File: config.mk
export PLATFORM = sky130hd
export DESIGN_NAME = fp_wb_arbiter
export DESIGN_NICKNAME = d
export VERILOG_FILES = /design/src/rtl/fp_pkg.sv /design/src/rtl/rr_arbiter.sv /design/src/rtl/fp_wb_arbiter.sv
export SDC_FILE = /design/constraint.sdc
export NUM_CORES = 1
export LEC_CHECK = 0
export BUFFER_PORTS_ARGS = -buffer_cell sky130_fd_sc_hd__buf_2
export CAP_MARGIN = 15
export CORE_MARGIN = 1
export CORE_UTILIZATION = 26
export CTS_CLUSTER_DIAMETER = 60
export DETAILED_ROUTE_END_ITERATION = 16
export GPL_ROUTABILITY_DRIVEN = 0
export PLACE_DENSITY_LB_ADDON = 0.2
export RECOVER_POWER = 25
export SETUP_SLACK_MARGIN = 0.15
export SLEW_MARGIN = 10
export SYNTH_ARGS = -nofsm -noshare
export SYNTH_HDL_FRONTEND = slang
export SYNTH_SLANG_ARGS = --single-unit
File: constraint.sdc
create_clock -name clk -period 6.1 [get_ports clk]
set_input_delay 0.305 -clock clk [delete_from_list [all_inputs] [get_ports clk]]
set_output_delay 0.305 -clock clk [all_outputs]
set_load 0.005 [all_outputs]
File: src/rtl/fp_pkg.sv
// Shared FP register file definitions for the functional units and the writeback path.
package fp_pkg;

    localparam int unsigned FP_REGS   = 32;
    localparam int unsigned FP_ADDR_W = 5;
    localparam int unsigned FP_DATA_W = 16;

    // One writeback payload as produced by a functional unit.
    typedef struct packed {
        logic [FP_ADDR_W-1:0] addr;
        logic [FP_DATA_W-1:0] data;
    } wb_req_t;

endpackage

File: src/rtl/rr_arbiter.sv
// Round-robin arbiter: one-hot grant among valid requesters, priority starts after the last winner.
module rr_arbiter #(
    parameter int unsigned N = 3,
    localparam int unsigned ID_W = $clog2(N)
) (
    input  logic            clk,
    input  logic            rst,
    input  logic [N-1:0]    req,
    output logic [N-1:0]    grant_c,
    output logic [ID_W-1:0] grant_idx_c
);

    logic [ID_W-1:0] ptr;
    logic [ID_W-1:0] idx;
    logic            found;

    // Scan requesters starting at ptr+1, wrapping, and pick the first valid one.
    always_comb begin
        grant_c     = '0;
        grant_idx_c = '0;
        found       = 1'b0;
        idx         = '0;
        for (int unsigned k = 1; k <= N; k++) begin
            idx = ID_W'((32'(ptr) + k) % N);
            if (!found && req[idx]) begin
                grant_c[idx] = 1'b1;
                grant_idx_c  = idx;
                found        = 1'b1;
            end
        end
    end

    // Remember the last winner; reset makes requester 0 the first in line.
    always_ff @(posedge clk or posedge rst) begin
        if (rst) begin
            ptr <= ID_W'(N - 1);
        end else if (|req) begin
            ptr <= grant_idx_c;
        end
    end

endmodule

File: src/rtl/fp_wb_arbiter.sv
// FP regfile writeback arbiter with registered write port and per-register busy scoreboard.
module fp_wb_arbiter
    import fp_pkg::*;
#(
    parameter int unsigned DATA_W  = 16,
    parameter int unsigned NUM_REQ = 3,
    parameter int unsigned ADDR_W  = FP_ADDR_W,
    localparam int unsigned ID_W   = $clog2(NUM_REQ)
) (
    input  logic                      clk,
    input  logic                      rst,
    input  logic [NUM_REQ-1:0]        req_valid,
    output logic [NUM_REQ-1:0]        req_ready,
    input  logic [NUM_REQ*ADDR_W-1:0] req_addr,
    input  logic [NUM_REQ*DATA_W-1:0] req_data,
    output logic                      rf_we,
    output logic [ADDR_W-1:0]         rf_waddr,
    output logic [DATA_W-1:0]         rf_wdata,
    input  logic                      iss_valid,
    input  logic [ADDR_W-1:0]         iss_rd,
    input  logic [ADDR_W-1:0]         q_rs_a,
    input  logic [ADDR_W-1:0]         q_rs_b,
    input  logic [ADDR_W-1:0]         q_rd,
    output logic                      busy_rs_a,
    output logic                      busy_rs_b,
    output logic                      busy_rd,
    input  logic                      flush,
    output logic [ID_W-1:0]           grant_id
);

    localparam int unsigned NUM_REGS = 1 << ADDR_W;

    logic [NUM_REQ-1:0] grant_c;
    logic [ID_W-1:0]    grant_idx_c;
    logic               grant_any_c;
    logic [ADDR_W-1:0]  sel_addr_c;
    logic [DATA_W-1:0]  sel_data_c;
    logic [NUM_REGS-1:0] busy_q;
    logic [NUM_REGS-1:0] busy_d;

    rr_arbiter #(
        .N (NUM_REQ)
    ) u_rr (
        .clk         (clk),
        .rst         (rst),
        .req         (req_valid),
        .grant_c     (grant_c),
        .grant_idx_c (grant_idx_c)
    );

    assign req_ready   = grant_c;
    assign grant_any_c = |grant_c;

    // Steer the granted requester's payload towards the output register.
    always_comb begin
        sel_addr_c = '0;
        sel_data_c = '0;
        for (int unsigned i = 0; i < NUM_REQ; i++) begin
            if (grant_c[i]) begin
                sel_addr_c = req_addr[i*ADDR_W +: ADDR_W];
                sel_data_c = req_data[i*DATA_W +: DATA_W];
            end
        end
    end

    // Output stage: one write per cycle, writes to x0 are swallowed.
    always_ff @(posedge clk or posedge rst) begin
        if (rst) begin
            rf_we    <= 1'b0;
            rf_waddr <= '0;
            rf_wdata <= '0;
            grant_id <= '0;
        end else begin
            rf_we <= grant_any_c && (sel_addr_c != '0);
            if (grant_any_c) begin
                rf_waddr <= sel_addr_c;
                rf_wdata <= sel_data_c;
                grant_id <= grant_idx_c;
            end
        end
    end

    // Next busy state: flush wins, otherwise a new producer overrides a retiring write.
    always_comb begin
        busy_d = busy_q;
        if (flush) begin
            busy_d = '0;
        end else begin
            if (rf_we) begin
                busy_d[rf_waddr] = 1'b0;
            end
            if (iss_valid && (iss_rd != '0)) begin
                busy_d[iss_rd] = 1'b1;
            end
        end
        busy_d[0] = 1'b0;
    end

    // Scoreboard register.
    always_ff @(posedge clk or posedge rst) begin
        if (rst) begin
            busy_q <= '0;
        end else begin
            busy_q <= busy_d;
        end
    end

    assign busy_rs_a = busy_q[q_rs_a];
    assign busy_rs_b = busy_q[q_rs_b];
    assign busy_rd   = busy_q[q_rd];

endmodule

Word level (Yosys, flattened, before mapping)
Cells that the tools add are included.
- logic and storage cells: 85
- bits of input ports: 90
- flip-flop bits (word level): 57
- output and inout bits: 30
- $add $sub $neg: 3
- muxes and demuxes: 40
- $lt $le $gt $ge: 13
- divide/modulo/power cells: 3
- reduce and logical (&&, ||, !) cells: 15
- bitwise logic cells: 5
- operator list (cell ; number):
    $mux W32 ; 4
    $mod A32 B2 Y32 const B ; 3
    $mux W16 ; 3
    $and A32 B32 Y32 ; 1
    $not A32 Y32 ; 1
    $or A32 B32 Y32 ; 1
    $lt A5 B6 Y1 const B ; 5
    $bmux W1 S5 ; 3
    $mux W5 ; 3
    $mux W1 ; 13
    $demux W1 S5 ; 2
    $ge A5 B1 Y1 const B ; 2
    $reduce_bool A5 Y1 ; 2
    $logic_and A1 B1 Y1 ; 9
    $lt A2 B3 Y1 const B ; 3
    $mux W3 ; 3
    $add A2 B2 Y3 const B ; 2
    $bmux W1 S2 ; 3
    $demux W1 S2 ; 3
    $ge A2 B1 Y1 const B ; 3
    $mux W2 ; 3
    $or A3 B3 Y3 ; 2
    $reduce_or A3 Y1 ; 2
    $add A2 B1 Y3 const B ; 1
    $logic_not A1 Y1 ; 2

Longest topological paths before layout
- word-level depth: 16
- depth in mapped cells: 12
- depth with buffers taken out: 9

Modules after synthesis
Synthesis repeated with hierarchy kept, for this count alone.
- cells, all modules: 435
- area total of the unflattened synthesis: 3762.4 um2
- modules (own cells, without submodules) (module ; sequential area each (um2) ; times used ; area each (um2) ; cells an instance):
    fp_wb_arbiter ; 1376.3 ; 1 ; 3432.0 ; 390
    rr_arbiter ; 51.3 ; 1 ; 330.3 ; 45

Worst setup path after synthesis
Ideal clock, no wire load.
- path kind: reg2out
- start point: reg u_rr.ptr[1]
- end point: out req_ready[1]
- path slack: 3734 ps
- cell stages (with the launch flop): 10
- path buffers: 4
- arrival: 2061 ps
- required time: 5795 ps
- cells stage by stage: dfstp_2 > ha_1 > buf_4 > and3b_1 > a211o_1 > a21oi_2 > or2_0 > buf_6 > buf_6 > buf_8
- longest elaborated chain between the ends: 11
- elaborated cells on any way between the ends: 38
- classes of those cells: add/sub: 3; div: 3; order compare: 6; mux: 17; bitwise: 2; reduce/logical: 7
- ends and longest elaborated chain (item ; line ; RTL):
    start, declared ; rr_arbiter.sv:13 ; logic [ID_W-1:0] ptr;
    start signal, assigned ; rr_arbiter.sv:36 ; ptr <= ID_W'(N - 1);
    start signal, assigned ; rr_arbiter.sv:38 ; ptr <= grant_idx_c;
    $add A2 B1 Y3 ; rr_arbiter.sv:24 ; idx = ID_W'((32'(ptr) + k) % N);
    $mod A32 B2 Y32 ; rr_arbiter.sv:24 ;
    $lt A2 B3 Y1 (not written as such), or another cell as far along ; rr_arbiter.sv:26 ; grant_c[idx] = 1'b1;
    $logic_and A1 B1 Y1 (not written as such) / $mux W1 (equally long branches) ; rr_arbiter.sv:26, rr_arbiter.sv:25 ;
    $mux W1 (on tied branches) ; rr_arbiter.sv:26, rr_arbiter.sv:25 ;
    $demux W1 S2 / $logic_not A1 Y1 (equally long branches) ; -- ;
    $mux W3 / $logic_and A1 B1 Y1 (equally long branches) ; rr_arbiter.sv:25 ; if (!found && req[idx]) begin
    $or A3 B3 Y3 (no line) / $mux W1 (equally long branches) ; -- ;
    $mux W3 / $logic_not A1 Y1 (equally long branches) ; rr_arbiter.sv:25 ;
    $or A3 B3 Y3 (no line) / $logic_and A1 B1 Y1 (equally long branches) ; -- ;
    $mux W3 * ; rr_arbiter.sv:25 ;
    end, declared ; fp_wb_arbiter.sv:13 ; output logic [NUM_REQ-1:0] req_ready,
Mark *: on every way between the ends. The rest lies on a longest branch, timed or not. The select of a mux whose other input is x is not followed.

Worst setup path in the final report
- start point: reg u_rr.ptr[1]
- end point: reg grant_id[1]
- longest elaborated chain between the ends: 12
- elaborated cells on any way between the ends: 42
- classes of those cells: add/sub: 3; div: 3; order compare: 6; mux: 20; bitwise: 2; reduce/logical: 8
- ends and longest elaborated chain (item ; line ; RTL):
    $add A2 B1 Y3 ; rr_arbiter.sv:24 ;
    $mod A32 B2 Y32 ; rr_arbiter.sv:24 ;
    $lt A2 B3 Y1 (not written as such), or another cell as far along ; rr_arbiter.sv:26 ;
    $logic_and A1 B1 Y1 (not written as such) / $mux W1 (equally long branches) ; rr_arbiter.sv:26, rr_arbiter.sv:25 ;
    $mux W1 (on tied branches) ; rr_arbiter.sv:26, rr_arbiter.sv:25 ;
    $demux W1 S2 / $logic_not A1 Y1 (equally long branches) ; -- ;
    $mux W3 / $logic_and A1 B1 Y1 (equally long branches) ; rr_arbiter.sv:25 ;
    $or A3 B3 Y3 (no line) / $mux W1 (equally long branches) ; -- ;
    $mux W3 / $logic_not A1 Y1 (equally long branches) ; rr_arbiter.sv:25 ;
    $or A3 B3 Y3 (no line) / $logic_and A1 B1 Y1 (equally long branches) ; -- ;
    $mux W3 ; rr_arbiter.sv:25 ;
    $reduce_or A3 Y1 ; fp_wb_arbiter.sv:52 ; assign grant_any_c = |grant_c;
    end signal, assigned ; fp_wb_arbiter.sv:78 ; grant_id <= grant_idx_c;
    end, declared ; fp_wb_arbiter.sv:28 ; output logic [ID_W-1:0] grant_id
Several ways; a longest one is shown, not always the timed one. The select of a mux whose other input is x is not followed.
A chain may end at the register's enable or synchronous reset.

==> flow_summary.yaml <==
outcome:
  status: "complete, but fails checks"
  violations: "max-capacitance violations, max-slew violations"
final_layout:
  area_growth_pct: 24.7
  multiInputGateArea_um2: 2250
  regArea_um2: 1430
  layout.nets: 562
  final_cell_count_no_fill: 655
  finalCoreUtilization: 0.332
  final_layout_size_suffix_gt1_frac: 0.439
  fill_cells: 1538
  diodes: 0
  final_area_um2: 4830
timing:
  tns_ns: 0
  tightest_slew_ns: 3.09
  grt_setup_unrepaired: "false"
  final.setup.worst_slack_ns: 2.66
  fin_skew_ns: 0.00437
  max_freq_mhz: 291
  maxSlewHeadroom: -1.06
  setup_viol: 0
  min_period_over_period: 0.563
  drv_slew: 58
  hold_violations: 0
  fin_crit_ns: 3.44
synth:
  ys_ff_latch: 57
  synth_edf_count: 0
  yosys-top-cells-area: "dfrtp_1, mux4_2, a22oi_2, nand2_1, a21oi_1"
  synth_top_flop_cell: "dfrtp_1"
  synthTopCellsByCount: "dfrtp_1, nand2_1, a21oi_1, o21ai_0, mux4_2"
  ys_seq_area_frac: 0.369
  synth.distinct_cells: 50
  synth_top_cell_by_area: "dfrtp_1"
  avgSynthCellArea_um2: 10.8
  synth_nets: 454
  syn_inst: 360
  synth_area_um2: 3870
  yosysTopAreaCellShare: 0.362
  synth.most_common_cell: "dfrtp_1"
  yosysWarnings: 0
  async_reset_ff_frac: 1.00
power_and_ir_drop:
  swShare: 0.435
  clock_power_share: 0.200
  p_int_mw: 1.27
  leakage_nw: 2.04
  power.density_nw_per_um2: 466
  ir_worst_vdd_uv: 290
  p_switching_uw: 979
  seq_power_share: 0.256
  comb_power_share: 0.543
routing:
  finalWirelength_mm: 11.5
  drtIter0Drc: 99
  vias_per_cell: 5.20
  ant_nets: 0
  drt_first_pass_iters: 4
  vias: 3404
  wl_per_cell_um: 17.5
  drc_errors: 0
die:
  core_area_um2: 14500
  die_h_um: 124
  ioPinCount: 120
  dieArea_um2: 15400
  rows: 44
  fp.dieW_um: 124
  start_util: 0.266
placement:
  pre_cts_ws_ns: 2.66
  dp.cells: 641
  portBuffers: 119
  placed_area_um2: 4570
  dp_hpwl_mm: 8.53
worst_setup_path:
  end_kind: "flip-flop"
  cp_num_buf_inv: 2
  crit_type: "flip-flop to flip-flop"
  regToRegStartpoint: "u_rr.ptr[1]$_DFFE_PP1P_"
  r2r-end: "grant_id[1]$_DFFE_PP0P_"
  cp_data_required_time_ns: 6.30
  arrival_ns: 3.64
  crit_chain: "ha_1, inv_1, mux2i_1, and2_1, nor2_4, buf_4, nor3_4, mux2_1"
  start_kind: "flip-flop"
  r2r_slack_ns: 2.66
  slowest_stage: "nor3_4"
  crit_path_max_fanout: 40
  rr_worst_depth: 8
  worst_path_largest_cell_delay_ns: 0.88
  crit_family: "simple AND/OR/NAND/NOR gates"
global_route:
  first_global_vias: 3367
  grt_start_max_net_pins: 58
  grt_pass1_wl_mm: 18.0
  antenna_found_initial: 0
  overflow: 0
  grt_usage: 0.157
clock_network:
  cts_hold_buf: 0
  cts_made_buffers: 9
  ctsResizeCount: 0
  cts.sinks: 57
  htreeDepth: 3
  clock-root-buffer: "clkbuf_16"
  clk_pin_slew_ns: 0.05
  ctsLongestPathBuffers: 2
  post_cts_buffers: 0
  cts_tree: "built"
  clock_latency_ns: 0.32
job:
  maxCapViolCount: 1
min_path:
  hp-class: "input port to flip-flop"
  hold_start: "req_data[44]"
  hold_depth: 3
  hold-path-endpoint: "rf_wdata[12]$_DFFE_PP0P_"
logic make-up after synthesis:
logic type                 synth area share
and+or+nand+nor                       0.116
muxes                                 0.186
adders and majority gates            0.0129
AOI/OAI and AO/OA                     0.265
DFF                                   0.369
buffers and inverters                0.0504
cell usage in the layout, fill, tap and decap left out, types with 6 or more instances in the layout:
master,count
inv_1,8
nand2_1,47
buf_2,119
a21oi_1,34
a22oi_1,17
o21ai_0,34
a22oi_2,16
nand3b_1,6
o21ai_1,8
o21ai_2,11
mux4_2,27
mux2_2,6
dfrtp_1,56
clkbuf_16,9
layer usage:
layer,global-route usage,part of all wire,up-vias
met5,0,0,-
met4,0.0677,0.018,0
met3,0.0284,0.070,17
met2,0.251,0.46,156
met1,0.208,0.45,1625
li1,-,-,1606
worst max path at each step:
stage                            start                 endpoint  slack (ns)  depth (start not counted)
2_1_floorplan  u_rr.ptr[1]$_DFFE_PP1P_             req_ready[1]        3.73                          9
3_3_place_gp   u_rr.ptr[1]$_DFFE_PP1P_  grant_id[1]$_DFFE_PP0P_        2.75                          8
3_5_place_dp   u_rr.ptr[1]$_DFFE_PP1P_  grant_id[1]$_DFFE_PP0P_        2.66                          8
4_1_cts        u_rr.ptr[1]$_DFFE_PP1P_  grant_id[1]$_DFFE_PP0P_        2.65                          8
5_1_grt        u_rr.ptr[0]$_DFFE_PP0P_  grant_id[1]$_DFFE_PP0P_        2.39                          9
6_report       u_rr.ptr[1]$_DFFE_PP1P_  grant_id[1]$_DFFE_PP0P_        2.66                          8
state kept, by name, indices dropped and copies added, names as in the netlist:
register  flops
busy_q       31
rf_wdata     16
rf_waddr      5
grant_id      2
u_rr.ptr      2
rf_we         1
worst register-to-register path, delay by kind of cell, from the launching register on:
family	cells	cell delay (ns)
buffers and inverters	2	0.47
adders and majority gates	1	0.34
DFF	1	0.55
and+or+nand+nor	3	1.20
muxes	2	0.75
power groups by stage:
stage / registers, mW / clock network (mW) / logic, mW
6_report: 0.577 / 0.451 / 1.22
5_1_grt: 0.592 / 0.477 / 1.37
4_1_cts: 0.577 / 0.462 / 1.23
3_5_place_dp: 0.578 / 0 / 1.24
3_3_place_gp: 0.581 / 0 / 1.21
2_1_floorplan: 0.546 / 0 / 0.996
through the flow:
step	total power, mW	hold WS [ns]
finish	2.25	0.217
global placement	1.79	0.459
detailed placement	1.82	0.489
floorplan	1.54	0.368
global route	2.44	0.222
CTS	2.27	0.202
final cells by class:
class | count | area share
tap | 184 | 0.0477
inverter | 8 | 0.00622
multi-input combinational | 269 | 0.467
timing repair buffer | 123 | 0.129
clock buffer | 14 | 0.0547
sequential | 57 | 0.296
Note: power is estimated with default switching activity, not from simulation.
